$ cat src/rtl/vga_pkg.sv
// Shared timing types and defaults for the raster timing generator.
// Default set is 640x480@60 with negative sync polarity.
package vga_pkg;

    typedef struct packed {
        int unsigned active;
        int unsigned front;
        int unsigned sync;
        int unsigned back;
    } vga_timing_t;

    localparam vga_timing_t VGA_640X480_H = '{active: 640, front: 16, sync: 96, back: 48};
    localparam vga_timing_t VGA_640X480_V = '{active: 480, front: 10, sync: 2, back: 33};

    localparam logic SYNC_ACTIVE_LOW  = 1'b0;
    localparam logic SYNC_ACTIVE_HIGH = 1'b1;

    function automatic int unsigned timing_total(input vga_timing_t t);
        return t.active + t.front + t.sync + t.back;
    endfunction

endpackage

$ cat src/rtl/vga_axis_counter.sv
// One raster axis: a wrapping position counter with active/sync segment decode.
// Segment order along the axis is active, front porch, sync, back porch.
module vga_axis_counter #(
    parameter int unsigned ACTIVE = 2,
    parameter int unsigned FRONT  = 1,
    parameter int unsigned SYNC   = 1,
    parameter int unsigned BACK   = 1,
    localparam int unsigned TOTAL = ACTIVE + FRONT + SYNC + BACK,
    localparam int unsigned W     = $clog2(TOTAL)
) (
    input  logic         clck,
    input  logic         reset,
    input  logic         step,
    output logic [W-1:0] pos,
    output logic         wrap,
    output logic         in_active,
    output logic         in_sync
);

    localparam logic [W-1:0] LAST     = W'(TOTAL - 1);
    localparam logic [W-1:0] ACT_END  = W'(ACTIVE);
    localparam logic [W-1:0] SYNC_BEG = W'(ACTIVE + FRONT);
    localparam logic [W-1:0] SYNC_END = W'(ACTIVE + FRONT + SYNC);

    if (ACTIVE < 2 || FRONT < 1 || SYNC < 1 || BACK < 1) begin : g_bad_timing
        $error("vga_axis_counter: ACTIVE must be >= 2 and porch/sync lengths >= 1");
    end

    always_ff @(posedge clck) begin
        if (reset) begin
            pos <= '0;
        end else if (step) begin
            pos <= (pos == LAST) ? '0 : pos + W'(1);
        end
    end

    // Decodes describe the position about to be emitted, not the one on the outputs.
    assign wrap      = step && (pos == LAST);
    assign in_active = pos < ACT_END;
    assign in_sync   = (pos >= SYNC_BEG) && (pos < SYNC_END);

endmodule

$ cat src/rtl/vga_timing_gen.sv
// Parametrised raster timing generator: registered syncs, data enable, coordinates,
// one-cycle line/frame/vblank strobes and a completed-frame counter.
module vga_timing_gen
    import vga_pkg::*;
#(
    parameter int unsigned H_ACTIVE  = VGA_640X480_H.active,
    parameter int unsigned H_FRONT   = VGA_640X480_H.front,
    parameter int unsigned H_SYNC    = VGA_640X480_H.sync,
    parameter int unsigned H_BACK    = VGA_640X480_H.back,
    parameter int unsigned V_ACTIVE  = VGA_640X480_V.active,
    parameter int unsigned V_FRONT   = VGA_640X480_V.front,
    parameter int unsigned V_SYNC    = VGA_640X480_V.sync,
    parameter int unsigned V_BACK    = VGA_640X480_V.back,
    parameter logic        HSYNC_POL = SYNC_ACTIVE_LOW,
    parameter logic        VSYNC_POL = SYNC_ACTIVE_LOW
) (
    input  logic                          clck,
    input  logic                          reset,
    input  logic                          pix_en,
    output logic                          hsync,
    output logic                          vsync,
    output logic                          active,
    output logic [$clog2(H_ACTIVE)-1:0]   x,
    output logic [$clog2(V_ACTIVE)-1:0]   y,
    output logic                          line_start,
    output logic                          frame_start,
    output logic                          vblank_start,
    output logic [7:0]                    frame_count
);

    localparam int unsigned XW = $clog2(H_ACTIVE);
    localparam int unsigned YW = $clog2(V_ACTIVE);
    localparam int unsigned HW = $clog2(H_ACTIVE + H_FRONT + H_SYNC + H_BACK);
    localparam int unsigned VW = $clog2(V_ACTIVE + V_FRONT + V_SYNC + V_BACK);

    localparam logic [VW-1:0] VBLANK_LINE = VW'(V_ACTIVE);

    logic [HW-1:0] h_pos;
    logic [VW-1:0] v_pos;
    logic          h_wrap, h_active, h_sync;
    logic          v_wrap, v_active, v_sync;

    vga_axis_counter #(
        .ACTIVE (H_ACTIVE),
        .FRONT  (H_FRONT),
        .SYNC   (H_SYNC),
        .BACK   (H_BACK)
    ) u_h_axis (
        .clck      (clck),
        .reset     (reset),
        .step      (pix_en),
        .pos       (h_pos),
        .wrap      (h_wrap),
        .in_active (h_active),
        .in_sync   (h_sync)
    );

    vga_axis_counter #(
        .ACTIVE (V_ACTIVE),
        .FRONT  (V_FRONT),
        .SYNC   (V_SYNC),
        .BACK   (V_BACK)
    ) u_v_axis (
        .clck      (clck),
        .reset     (reset),
        .step      (h_wrap),
        .pos       (v_pos),
        .wrap      (v_wrap),
        .in_active (v_active),
        .in_sync   (v_sync)
    );

    always_ff @(posedge clck) begin
        if (reset) begin
            hsync        <= ~HSYNC_POL;
            vsync        <= ~VSYNC_POL;
            active       <= 1'b0;
            x            <= '0;
            y            <= '0;
            line_start   <= 1'b0;
            frame_start  <= 1'b0;
            vblank_start <= 1'b0;
            frame_count  <= '0;
        end else begin
            // Strobes fall on any cycle without a tick so they stay one clock wide.
            line_start   <= 1'b0;
            frame_start  <= 1'b0;
            vblank_start <= 1'b0;
            if (pix_en) begin
                hsync        <= h_sync ? HSYNC_POL : ~HSYNC_POL;
                vsync        <= v_sync ? VSYNC_POL : ~VSYNC_POL;
                active       <= h_active && v_active;
                x            <= (h_active && v_active) ? h_pos[XW-1:0] : '0;
                y            <= v_active ? v_pos[YW-1:0] : '0;
                line_start   <= h_pos == '0;
                frame_start  <= (h_pos == '0) && (v_pos == '0);
                vblank_start <= (h_pos == '0) && (v_pos == VBLANK_LINE);
                if (h_wrap && v_wrap) begin
                    frame_count <= frame_count + 8'd1;
                end
            end
        end
    end

endmodule
$ cat config.mk
export PLATFORM = sky130hd
export DESIGN_NAME = vga_timing_gen
export DESIGN_NICKNAME = d
export VERILOG_FILES = /design/src/rtl/vga_pkg.sv /design/src/rtl/vga_axis_counter.sv /design/src/rtl/vga_timing_gen.sv
export SDC_FILE = /design/constraint.sdc
export NUM_CORES = 1
export LEC_CHECK = 0
export BUFFER_PORTS_ARGS = -buffer_cell sky130_fd_sc_hd__buf_2
export CAP_MARGIN = 20
export CORE_AREA = 2 2 83 85
export DETAILED_ROUTE_END_ITERATION = 8
export DIE_AREA = 0 0 85 87
export SYNTH_ARGS = -nofsm -noshare
export SYNTH_HDL_FRONTEND = slang
export SYNTH_SLANG_ARGS = --single-unit
export TNS_END_PERCENT = 30
$ cat constraint.sdc
create_clock -name clck -period 3.6 [get_ports clck]
set_input_delay 0.18 -clock clck [delete_from_list [all_inputs] [get_ports clck]]
set_output_delay 0.18 -clock clck [all_outputs]
set_load 0.03 [all_outputs]
## Yosys cells after proc, flatten, opt, wreduce, memory -nomap -nowiden

Index checks and enable logic that the tools add are counted.
W data, S select, Z words.

- Add/sub/neg operators: 3
- Order comparisons: 6
- Equality and inequality tests: 3
- Mux-type cells: 6
- Bitwise logic cells: 1
- Reductions and logical operators: 12

Operator list:

| kind | number |
|---|---|
| $mux W10 | 3 |
| $add A10 B1 Y10 const B | 2 |
| $eq A10 B10 Y1 const B | 2 |
| $logic_not A10 Y1 | 2 |
| $lt A10 B10 Y1 const B | 2 |
| $lt A10 B9 Y1 const B | 2 |
| $eq A10 B9 Y1 const B | 1 |
| $ge A10 B10 Y1 const B | 1 |
| $ge A10 B9 Y1 const B | 1 |
| $mux W9 | 1 |
| $add A8 B1 Y8 const B | 1 |
| $logic_and A1 B1 Y1 | 8 |
| $mux W1 | 2 |
| $reduce_and A2 Y1 | 1 |
| $reduce_or A2 Y1 | 1 |
| $not A1 Y1 | 1 |

- Flip-flop bits (word level): 53
- Input bits: 3
- Output and inout port bits: 33
- Logic and storage cells: 42

## Longest topological paths before layout

Gate-level depths: netlist of run 1.

- Depth in word-level cells: 5
- Mapped depth: 8

## Modules after synthesis

Synthesis of run 1 repeated with hierarchy kept, for this count alone.

- Cell total of the unflattened synthesis: 252
- Area total of the unflattened synthesis: 2308.5 µm²

Modules (own cells, without submodules):

| module | times used | cells each | area an instance (µm²) |
|---|---|---|---|
| vga_timing_gen | 1 | 132 | 1239.9 |
| vga_axis_counter (u_h_axis) | 1 | 61 | 541.8 |
| vga_axis_counter (u_v_axis) | 1 | 59 | 526.8 |

## Worst setup path after synthesis of run 1

OpenSTA, ideal clock, no wires.

- Path kind: register to register
- Start point: register u_v_axis.pos[5]
- End point: register frame_count[7]
- Setup time: 0.071 ns
- Arrival: 1.952 ns
- Required time: 3.529 ns
- Slack: 1.578 ns
- Cell stages (with the launch flop): 7
- Cell sequence: dfxtp_1 buf_6 or4_4 nor3_4 nand2_2 or4_1 a21oi_1

- Word-level cells in the longest chain between the ends: 4

RTL lines:

| what | RTL line | RTL |
|---|---|---|
| from (decl) | vga_axis_counter.sv:14 | `output logic [W-1:0] pos,` |
| from (signal assigned) | vga_axis_counter.sv:33 | `pos <= (pos == LAST) ? '0 : pos + W'(1);` |
| $eq A10 B10 Y1 | vga_axis_counter.sv:38 | `assign wrap = step && (pos == LAST);` |
| $logic_and A1 B1 Y1 | vga_axis_counter.sv:38 |  |
| $logic_and A1 B1 Y1 | vga_timing_gen.sv:98 | `if (h_wrap && v_wrap) begin` |
| $reduce_and A2 Y1 (no source line) | -- |  |
| to (signal assigned) | vga_timing_gen.sv:99 | `frame_count <= frame_count + 8'd1;` |
| to (decl) | vga_timing_gen.sv:28 | `output logic [7:0] frame_count` |

No other way between the ends.
A chain may end at the register's enable or synchronous reset.

## Final worst setup path of run 1

- Start point: register u_h_axis.pos[0]
- End point: register frame_count[7]

- Word-level cells in the longest chain between the ends: 5

RTL lines:

| what | RTL line |
|---|---|
| from (decl) | vga_axis_counter.sv:14 |
| from (signal assigned) | vga_axis_counter.sv:33 |
| $eq A10 B10 Y1 * | vga_axis_counter.sv:38 |
| $logic_and A1 B1 Y1 * | vga_axis_counter.sv:38 |
| $logic_and A1 B1 Y1 | vga_axis_counter.sv:38 |
| $logic_and A1 B1 Y1 * | vga_timing_gen.sv:98 |
| $reduce_and A2 Y1 (no source line) * | -- |

Mark *: on every way between the ends. The rest lies on a longest branch, timed or not.

==> results.yml, run 1 <==
cts:
  cts_resized: 0
  max-clock-path-buffers: 2
  holdBufCountCts: 0
  cts_tree: "built"
  cts_root_buffer: "clkbuf_8"
  cts.sinks: 53
  htreeDepth: 2
  cts.clk_slew.worst_paths_ns: 0.09
  clk-insertion-delay-late_ns: 0.30
  post_cts_buffers: 0
  cts_made_buffers: 5
logic_synthesis:
  syn-num-nets: 251
  avgSynthCellArea_sq_um: 9.11
  synth_top_area_frac: 0.479
  synth.top_cells.by_count: "53 x dfxtp_1, 34 x nor2_1, 16 x xor2_1"
  postSynthCellCount: 243
  ys_warn_count: 0
  synth_area_leaders: "dfxtp_1 48%, xor2_1 6.3%, nor2_1 5.8%"
  ys.flop_type: "dfxtp_1"
  yosysMostFrequentCell: "dfxtp_1"
  synth.cell_area_sq_um: 2210
  yosysSeqAreaShare: 0.479
  synth_edf_count: 0
  async_flop_share: 0
  yosys.area.top_type: "dfxtp_1"
  synth.distinct_cells: 37
  ys_ff_latch: 53
cells_and_area:
  area_growth_pct: 15.7
  nNetsFinal: 281
  drive_gt1_frac: 0.179
  fillers: 655
  antenna_cells: 0
  fin_area_sq_um: 2560
route:
  drt_iter0_markers: 61
  route.antenna.remaining_nets: 0
  drt_pass1_iterations: 4
  viasPerCell: 4.94
  num_vias: 1750
  wl_per_cell_um: 12.8
  drc: 0
  wirelength_um: 4540
setup_path:
  worstPathArrival_ns: 2.52
  start_kind: "flop"
  crit_buf_inv: 0
  crit_family: "simple AND/OR/NAND/NOR gates"
  ff2ff_setup_slack_ns: 1.31
  slowest_delay_ns: 0.52
  slowest_stage: "or4_1"
  cp_max_fo: 7
  crit_required_ns: 3.83
  setup.worst_path.end_class: "flop"
  crit_chain: "ha_1, nand4_1, nor4_4, nand2_2, or4_1, a21oi_1"
  critPathKind: "reg2reg"
timing:
  setup_viol_count_final: 0
  worst_pin_slew_ns: 0.640
  slew_violations: 0
  skew_ns: 0.00991
  tns_ns: 0
  post-route-period-util: 0.637
  max_freq_mhz: 436
  rsz0062_at_grt: "no"
  relSlewSlack: 0.573
  fin_crit_ns: 2.29
  finalHoldViolations: 0
floorplanning:
  die_area_sq_um: 7400
  rows: 30
  die_h_um: 87
  dieWidth_um: 85
  io_pins: 36
  initial_core_util: 0.337
  core_area_sq_um: 6570
global_routing:
  grt_pass1_vias: 1574
  antenna_found_initial: 0
  grt_max_degree: 37
  grt_overflow_total: 0
  grt_pass1_wl_um: 7520
  grt.total_usage: 0.125
pwr:
  power_density_nw_per_um2: 411
  vdd_drop_max_mv: 0.171
  leakagePower_uw: 0.00103
status:
  status: "completed"
place:
  io_buffers: 35
  dpl-instance-area_sq_um: 2440
  hpwl_um: 3220
  gp_congestion: 0.778
job:
  cap_violations: 0
worst_hold_path:
  hp-class: "in2reg"
## placed cells by master (no fill, tap or decap), types with 3 or more instances in the layout
| master | synthesis | layout |
|---|---|---|
| dfxtp_1 | 53 | 53 |
| buf_2 | 0 | 35 |
| nor2_1 | 34 | 34 |
| xor2_1 | 16 | 16 |
| a21oi_1 | 15 | 15 |
| nand2_1 | 13 | 13 |
| nand4_1 | 12 | 12 |
| nor3_1 | 12 | 12 |
| a22o_1 | 8 | 8 |
| nor2b_1 | 7 | 7 |
| inv_1 | 6 | 6 |
| and3_1 | 6 | 6 |
| nand3_1 | 6 | 6 |
| clkbuf_8 | 0 | 6 |
| xnor2_1 | 5 | 5 |
| ha_1 | 5 | 5 |
| o21ai_0 | 4 | 4 |
| or3_1 | 3 | 3 |
## final cells by class
class | count | area [sq um] | share of cell area
Clock inverter | 1 | 30.0 | 0.0117
Clock buffer | 7 | 86.3 | 0.0337
Inverter | 6 | 22.5 | 0.00880
Timing Repair Buffer | 37 | 190 | 0.0743
Sequential cell | 53 | 1060 | 0.414
Tap cell | 80 | 100 | 0.0391
Multi-Input combinational cell | 170 | 1070 | 0.418
## metrics by stage
stage	cells	hold WS (ns)	total power, uW	setup slack [ns]	utilization
floorplan	243	0.436	642	1.58	-
global placement	346	0.455	654	1.40	0.372
detailed placement	346	0.450	655	1.33	0.372
CTS	354	0.376	1070	1.29	0.390
global route	354	0.413	1090	1.10	0.390
finish	354	0.381	1050	1.31	0.390
## state kept, by name (all words and copies together) (netlist names)
signal / count
line_start: 1
vsync: 1
x: 10
frame_start: 1
u_v_axis.pos: 10
active: 1
hsync: 1
vblank_start: 1
u_h_axis.pos: 10
y: 9
frame_count: 8
## worst paths after layout
path	startpoint	to	cells past startpoint
hold reg to reg	x[4]	x[4]	1
setup / recovery	u_h_axis.pos[0]	frame_count[7]	6
setup reg to reg	u_h_axis.pos[0]	frame_count[7]	6
hold / removal	reset	x[8]	2
## worst register-to-register path: stages, from the launching register on
cell	delay, ns
dfxtp_1	0.44
ha_1	0.20
nand4_1	0.27
nor4_4	0.49
nand2_2	0.15
or4_1	0.52
a21oi_1	0.15
## power by group
| group | internal [uW] | switching, uW |
|---|---|---|
| Clock | 227 | 184 |
| Combinational | 13.0 | 31.1 |
| Sequential | 592 | 4.65 |
## per-layer routing
metal  GRT usage  part of all wire  up-vias
met5           0                 0        -
met4      0.0519             0.015        0
met3      0.0209             0.031        7
met2       0.188              0.43       27
met1       0.179              0.52      808
li1            -                 -      908
## logic make-up after synthesis
family,Yosys count,synth area share
compound gates,33,0.0967
xor+xnor,21,0.0831
fa+ha+maj,5,0.0283
buf+inv,20,0.0373
flops,53,0.479
mux,2,0.00905
simple gates,109,0.266
Note: power is estimated with default switching activity, not from simulation.
==> inputs of run 2 (changes only) <==
Clock period 3.6 ns to 2.3 ns, I/O delays scaled along.
==> results.yml, run 2 (synthesized netlist as in run 1, its figures left out) <==
status:
  status: "completed"
cells_and_area:
  nNetsFinal: 284
  mostFrequentLayoutCell: "dfxtp_1"
  reg_top3: "u_h_axis.pos x10, u_v_axis.pos x10, x x10"
  layout.cells.non_filler: 357
  drive_gt1_frac: 0.188
  area_growth_pct: 16.7
  fin_util: 0.393
  layout_common_cells: "53 x dfxtp_1, 35 x buf_2, 34 x nor2_1"
  antenna_cells: 0
timing:
  skew_ns: 0.00410
  rsz0062_at_grt: "no"
  tns_ns: 0
  max_freq_mhz: 478
  worst_pin_slew_ns: 0.636
  fin_crit_ns: 2.09
  worst_slack_ns: 0.208
  slew_violations: 0
  post-route-period-util: 0.909
  finalHoldViolations: 0
  relSlewSlack: 0.576
  setup_viol_count_final: 0
route:
  route.antenna.remaining_nets: 0
  wl_per_cell_um: 13.1
  viasPerCell: 4.93
  drc: 0
  wirelength_um: 4690
  drt_iter0_markers: 71
  num_vias: 1760
  drt_pass1_iterations: 4
place:
  io_buffers: 35
  hpwl_um: 3310
  dp.cells: 349
  gp_congestion: 0.794
  pre_cts_ws_ns: 0.200
cts:
  clk-insertion-delay-late_ns: 0.31
  post_cts_buffers: 0
  holdBufCountCts: 0
  cts.sinks: 53
  cts_tree: "built"
  cts_made_buffers: 5
  max-clock-path-buffers: 2
  cts_root_buffer: "clkbuf_8"
  cts_resized: 0
  htreeDepth: 2
  cts.clk_slew.worst_paths_ns: 0.09
pwr:
  vdd_drop_max_mv: 0.388
  power_density_nw_per_um2: 641
  power_uw: 1660
  leakagePower_uw: 0.00105
floorplanning:
  io_pins: 36
  die_area_sq_um: 7400
  rows: 30
  dieWidth_um: 85
  core_area_sq_um: 6570
  initial_core_util: 0.337
  die_h_um: 87
worst_hold_path:
  hp-class: "in2reg"
  min_path_cells: 2
  whs_endpoint: "x[8]"
  min_from: "reset"
setup_path:
  ff2ff_setup_slack_ns: 0.21
  setup.worst_path.end_class: "flop"
  start_kind: "flop"
  critPathKind: "reg2reg"
  rr_startpoint: "u_v_axis.pos[6]"
  worstPathArrival_ns: 2.33
  worstRegToRegCells: 5
  crit_required_ns: 2.54
  reg2reg_to: "frame_count[7]"
  cp_max_fo: 7
global_routing:
  grt_max_degree: 37
  grt_overflow_total: 0
  antenna_found_initial: 0
  grt_pass1_vias: 1629
  grt_pass1_wl_um: 7850
  grt.total_usage: 0.131
job:
  cap_violations: 0
run 2: layout make-up:
cell class	instances	area, sq um
flip-flops and latches	53	1060
clock inverters	1	30.0
repair buffers	40	213
well taps	80	100
fillers	642	3990
inverters	6	22.5
clock buffers	7	86.3
multi-input cells	170	1070
run 2: worst max path at each step:
stage                          startpoint  cells past startpoint              end
after global placement    u_h_axis.pos[0]                      6   frame_count[7]
after CTS                 u_h_axis.pos[0]                      6   frame_count[7]
after detailed placement  u_h_axis.pos[0]                      6   frame_count[7]
after global routing      u_h_axis.pos[0]                      7  u_v_axis.pos[7]
after floorplan           u_v_axis.pos[5]                      6   frame_count[7]
final                     u_v_axis.pos[6]                      5   frame_count[7]
run 2: power breakdown:
part / total (uW) / switching (uW) / leakage [uW] / internal (uW)
clock network: 651 / 296 / 0.0000585 / 355
registers: 933 / 6.56 / 0.000428 / 926
logic: 71.5 / 50.1 / 0.000560 / 21.4
run 2: routing by layer:
| layer | part of all wire | global-route usage |
|---|---|---|
| met1 | 0.51 | 0.184 |
| met2 | 0.43 | 0.195 |
| met3 | 0.047 | 0.0341 |
| met4 | 0.014 | 0.0491 |
| met5 | 0 | 0 |
run 2: worst max-delay path, cell delays in order, from the launching register on:
cell,delay [ns]
dfxtp_1,0.38
or4_4,0.55
nor3_4,0.29
nand2_2,0.13
or4_1,0.53
a21oi_1,0.14
run 2: through the flow:
stage | hold slack, ns | cell area, sq um
floorplan | 0.371 | 2210
global placement | 0.455 | 2470
detailed placement | 0.452 | 2470
CTS | 0.316 | 2580
global route | 0.347 | 2580
finish | 0.314 | 2580
==> inputs of run 3 (changes only) <==
Settings changed: ABC_AREA from default to 1, CORE_AREA 2 2 83 85 to 2 2 88 90, DIE_AREA 0 0 85 87 to 0 0 90 92.
==> results.yml, run 3 <==
worst_hold_path:
  min_path_cells: 2
  min_from: "pix_en"
  whs_endpoint: "y[2]"
  hp-class: "in2reg"
logic_synthesis:
  avgSynthCellArea_sq_um: 7.16
  synth_top_area_frac: 0.428
  ys_ff_latch: 53
  synth_edf_count: 0
  ys_warn_count: 0
  yosys.area.top_type: "dfxtp_1"
  synth.cell_area_sq_um: 2480
  synth.distinct_cells: 27
  ys.flop_type: "dfxtp_1"
  yosysMostFrequentCell: "nand2_1"
  synth.top_cells.by_count: "90 x nand2_1, 53 x dfxtp_1, 38 x nor2_1"
  syn-num-nets: 354
  async_flop_share: 0
  yosysSeqAreaShare: 0.428
  postSynthCellCount: 346
  synth_area_leaders: "dfxtp_1 43%, nand2_1 14%, a21oi_1 7.1%"
setup_path:
  setup.worst_path.end_class: "flop"
  cp_max_fo: 12
  ff2ff_setup_slack_ns: 0.47
  reg2reg_to: "u_v_axis.pos[9]"
  critPathKind: "reg2reg"
  worstPathArrival_ns: 2.03
  rr_startpoint: "u_h_axis.pos[0]"
  worstRegToRegCells: 8
  start_kind: "flop"
  crit_required_ns: 2.50
cells_and_area:
  layout_common_cells: "90 x nand2_1, 53 x dfxtp_1, 38 x nor2_1"
  nNetsFinal: 386
  fin_util: 0.379
  mostFrequentLayoutCell: "nand2_1"
  reg_top3: "u_h_axis.pos x10, u_v_axis.pos x10, x x10"
  fin_area_sq_um: 2820
  antenna_cells: 0
  drive_gt1_frac: 0.167
  area_growth_pct: 14.0
global_routing:
  grt.busiest_layer: "met2"
  grt_max_degree: 29
  grt_pass1_vias: 2022
  grt_use_met1: 0.189
  met3_usage: 0.0320
  grt_overflow_total: 0
  grt_pass1_wl_um: 9390
  antenna_found_initial: 0
  grt_use_met2: 0.217
  grt.total_usage: 0.139
place:
  hpwl_um: 3880
  dpl-instance-area_sq_um: 2730
  io_buffers: 35
  gp_congestion: 0.870
cts:
  cts_resized: 0
  cts_made_buffers: 5
  htreeDepth: 2
  cts_tree: "built"
  post_cts_buffers: 0
  holdBufCountCts: 0
  cts.sinks: 53
  cts_root_buffer: "clkbuf_8"
  max-clock-path-buffers: 2
  cts.clk_slew.worst_paths_ns: 0.09
  clk-insertion-delay-late_ns: 0.30
floorplanning:
  core_area_sq_um: 7450
  die_h_um: 92
  die_area_sq_um: 8280
  dieWidth_um: 90
  io_pins: 36
  initial_core_util: 0.333
  rows: 32
timing:
  slew_violations: 0
  relSlewSlack: 0.699
  finalHoldViolations: 0
  fin_crit_ns: 1.83
  tns_ns: 0
  skew_ns: 0.00622
  worst_pin_slew_ns: 0.451
  post-route-period-util: 0.797
  setup_viol_count_final: 0
  rsz0062_at_grt: "no"
  max_freq_mhz: 546
route:
  drc: 0
  drt_pass1_iterations: 4
  viasPerCell: 4.58
  drt_iter0_markers: 123
  num_vias: 2196
  wl_per_cell_um: 11.5
  route.antenna.remaining_nets: 0
  wirelength_um: 5500
job:
  cap_violations: 0
pwr:
  p_clk_frac: 0.340
  p_seq_frac: 0.592
  swShare: 0.246
  pwr-share-comb: 0.067
  p_int_uw: 1200
  p_sw_uw: 391
  power_density_nw_per_um2: 564
  vdd_drop_max_mv: 0.208
  leakagePower_uw: 0.00119
status:
  status: "completed"
run 3: stage by stage:
stage / worst slack (ns) / power, uW / hold WS [ns] / std cells
final: 0.468 / 1590 / 0.281 / 480
after global routing: 0.315 / 1660 / 0.286 / 480
after CTS: 0.479 / 1620 / 0.266 / 480
after detailed placement: 0.502 / 1070 / 0.452 / 473
after global placement: 0.577 / 1070 / 0.453 / 473
after floorplan: 0.913 / 1040 / 0.333 / 346
run 3: kinds of logic after synthesis:
| group | after synthesis | synth area share |
|---|---|---|
| compound gates | 57 | 0.120 |
| simple gates | 174 | 0.320 |
| flops | 53 | 0.428 |
| xor+xnor | 7 | 0.0247 |
| buf+inv | 50 | 0.0823 |
| fa+ha+maj | 5 | 0.0253 |
run 3: how the worst max path moves through the flow:
| stage | startpoint | endpoint | depth (start not counted) |
|---|---|---|---|
| after global routing | u_h_axis.pos[1] | u_v_axis.pos[9] | 8 |
| final | u_h_axis.pos[0] | u_v_axis.pos[9] | 8 |
| after global placement | u_h_axis.pos[0] | u_v_axis.pos[9] | 8 |
| after CTS | u_h_axis.pos[1] | u_v_axis.pos[9] | 8 |
| after detailed placement | u_h_axis.pos[0] | u_v_axis.pos[9] | 8 |
| after floorplan | u_h_axis.pos[0] | u_h_axis.pos[8] | 9 |
run 3: area by class of cell:
class	count	area [sq um]
flip-flops and latches	53	1060
well taps	102	128
clock inverters	1	7.51
inverters	38	143
multi-input cells	243	1210
fillers	797	4620
repair buffers	37	190
clock buffers	6	82.6
run 3: power by group through the flow:
stage                     clock (uW)  sequential [uW]  combinational, uW
final                            542              943                107
after global routing             601              945                118
after CTS                        565              943                109
after detailed placement           0              964                108
after global placement             0              964                108
after floorplan                    0              989               51.2
run 3: worst max-delay path, cell delays in order (launching register included):
cell,delay [ns]
dfxtp_1,0.40
ha_1,0.26
nand2_2,0.10
nor2_4,0.11
nand4_4,0.24
inv_2,0.21
nand2_2,0.16
nand2_2,0.18
nor2_1,0.06
run 3: metal layers:
layer  wire [um]  vias up
met5           0        -
met4          80        0
met3         204        7
met2        2370       46
met1        2850      973
li1            -     1170
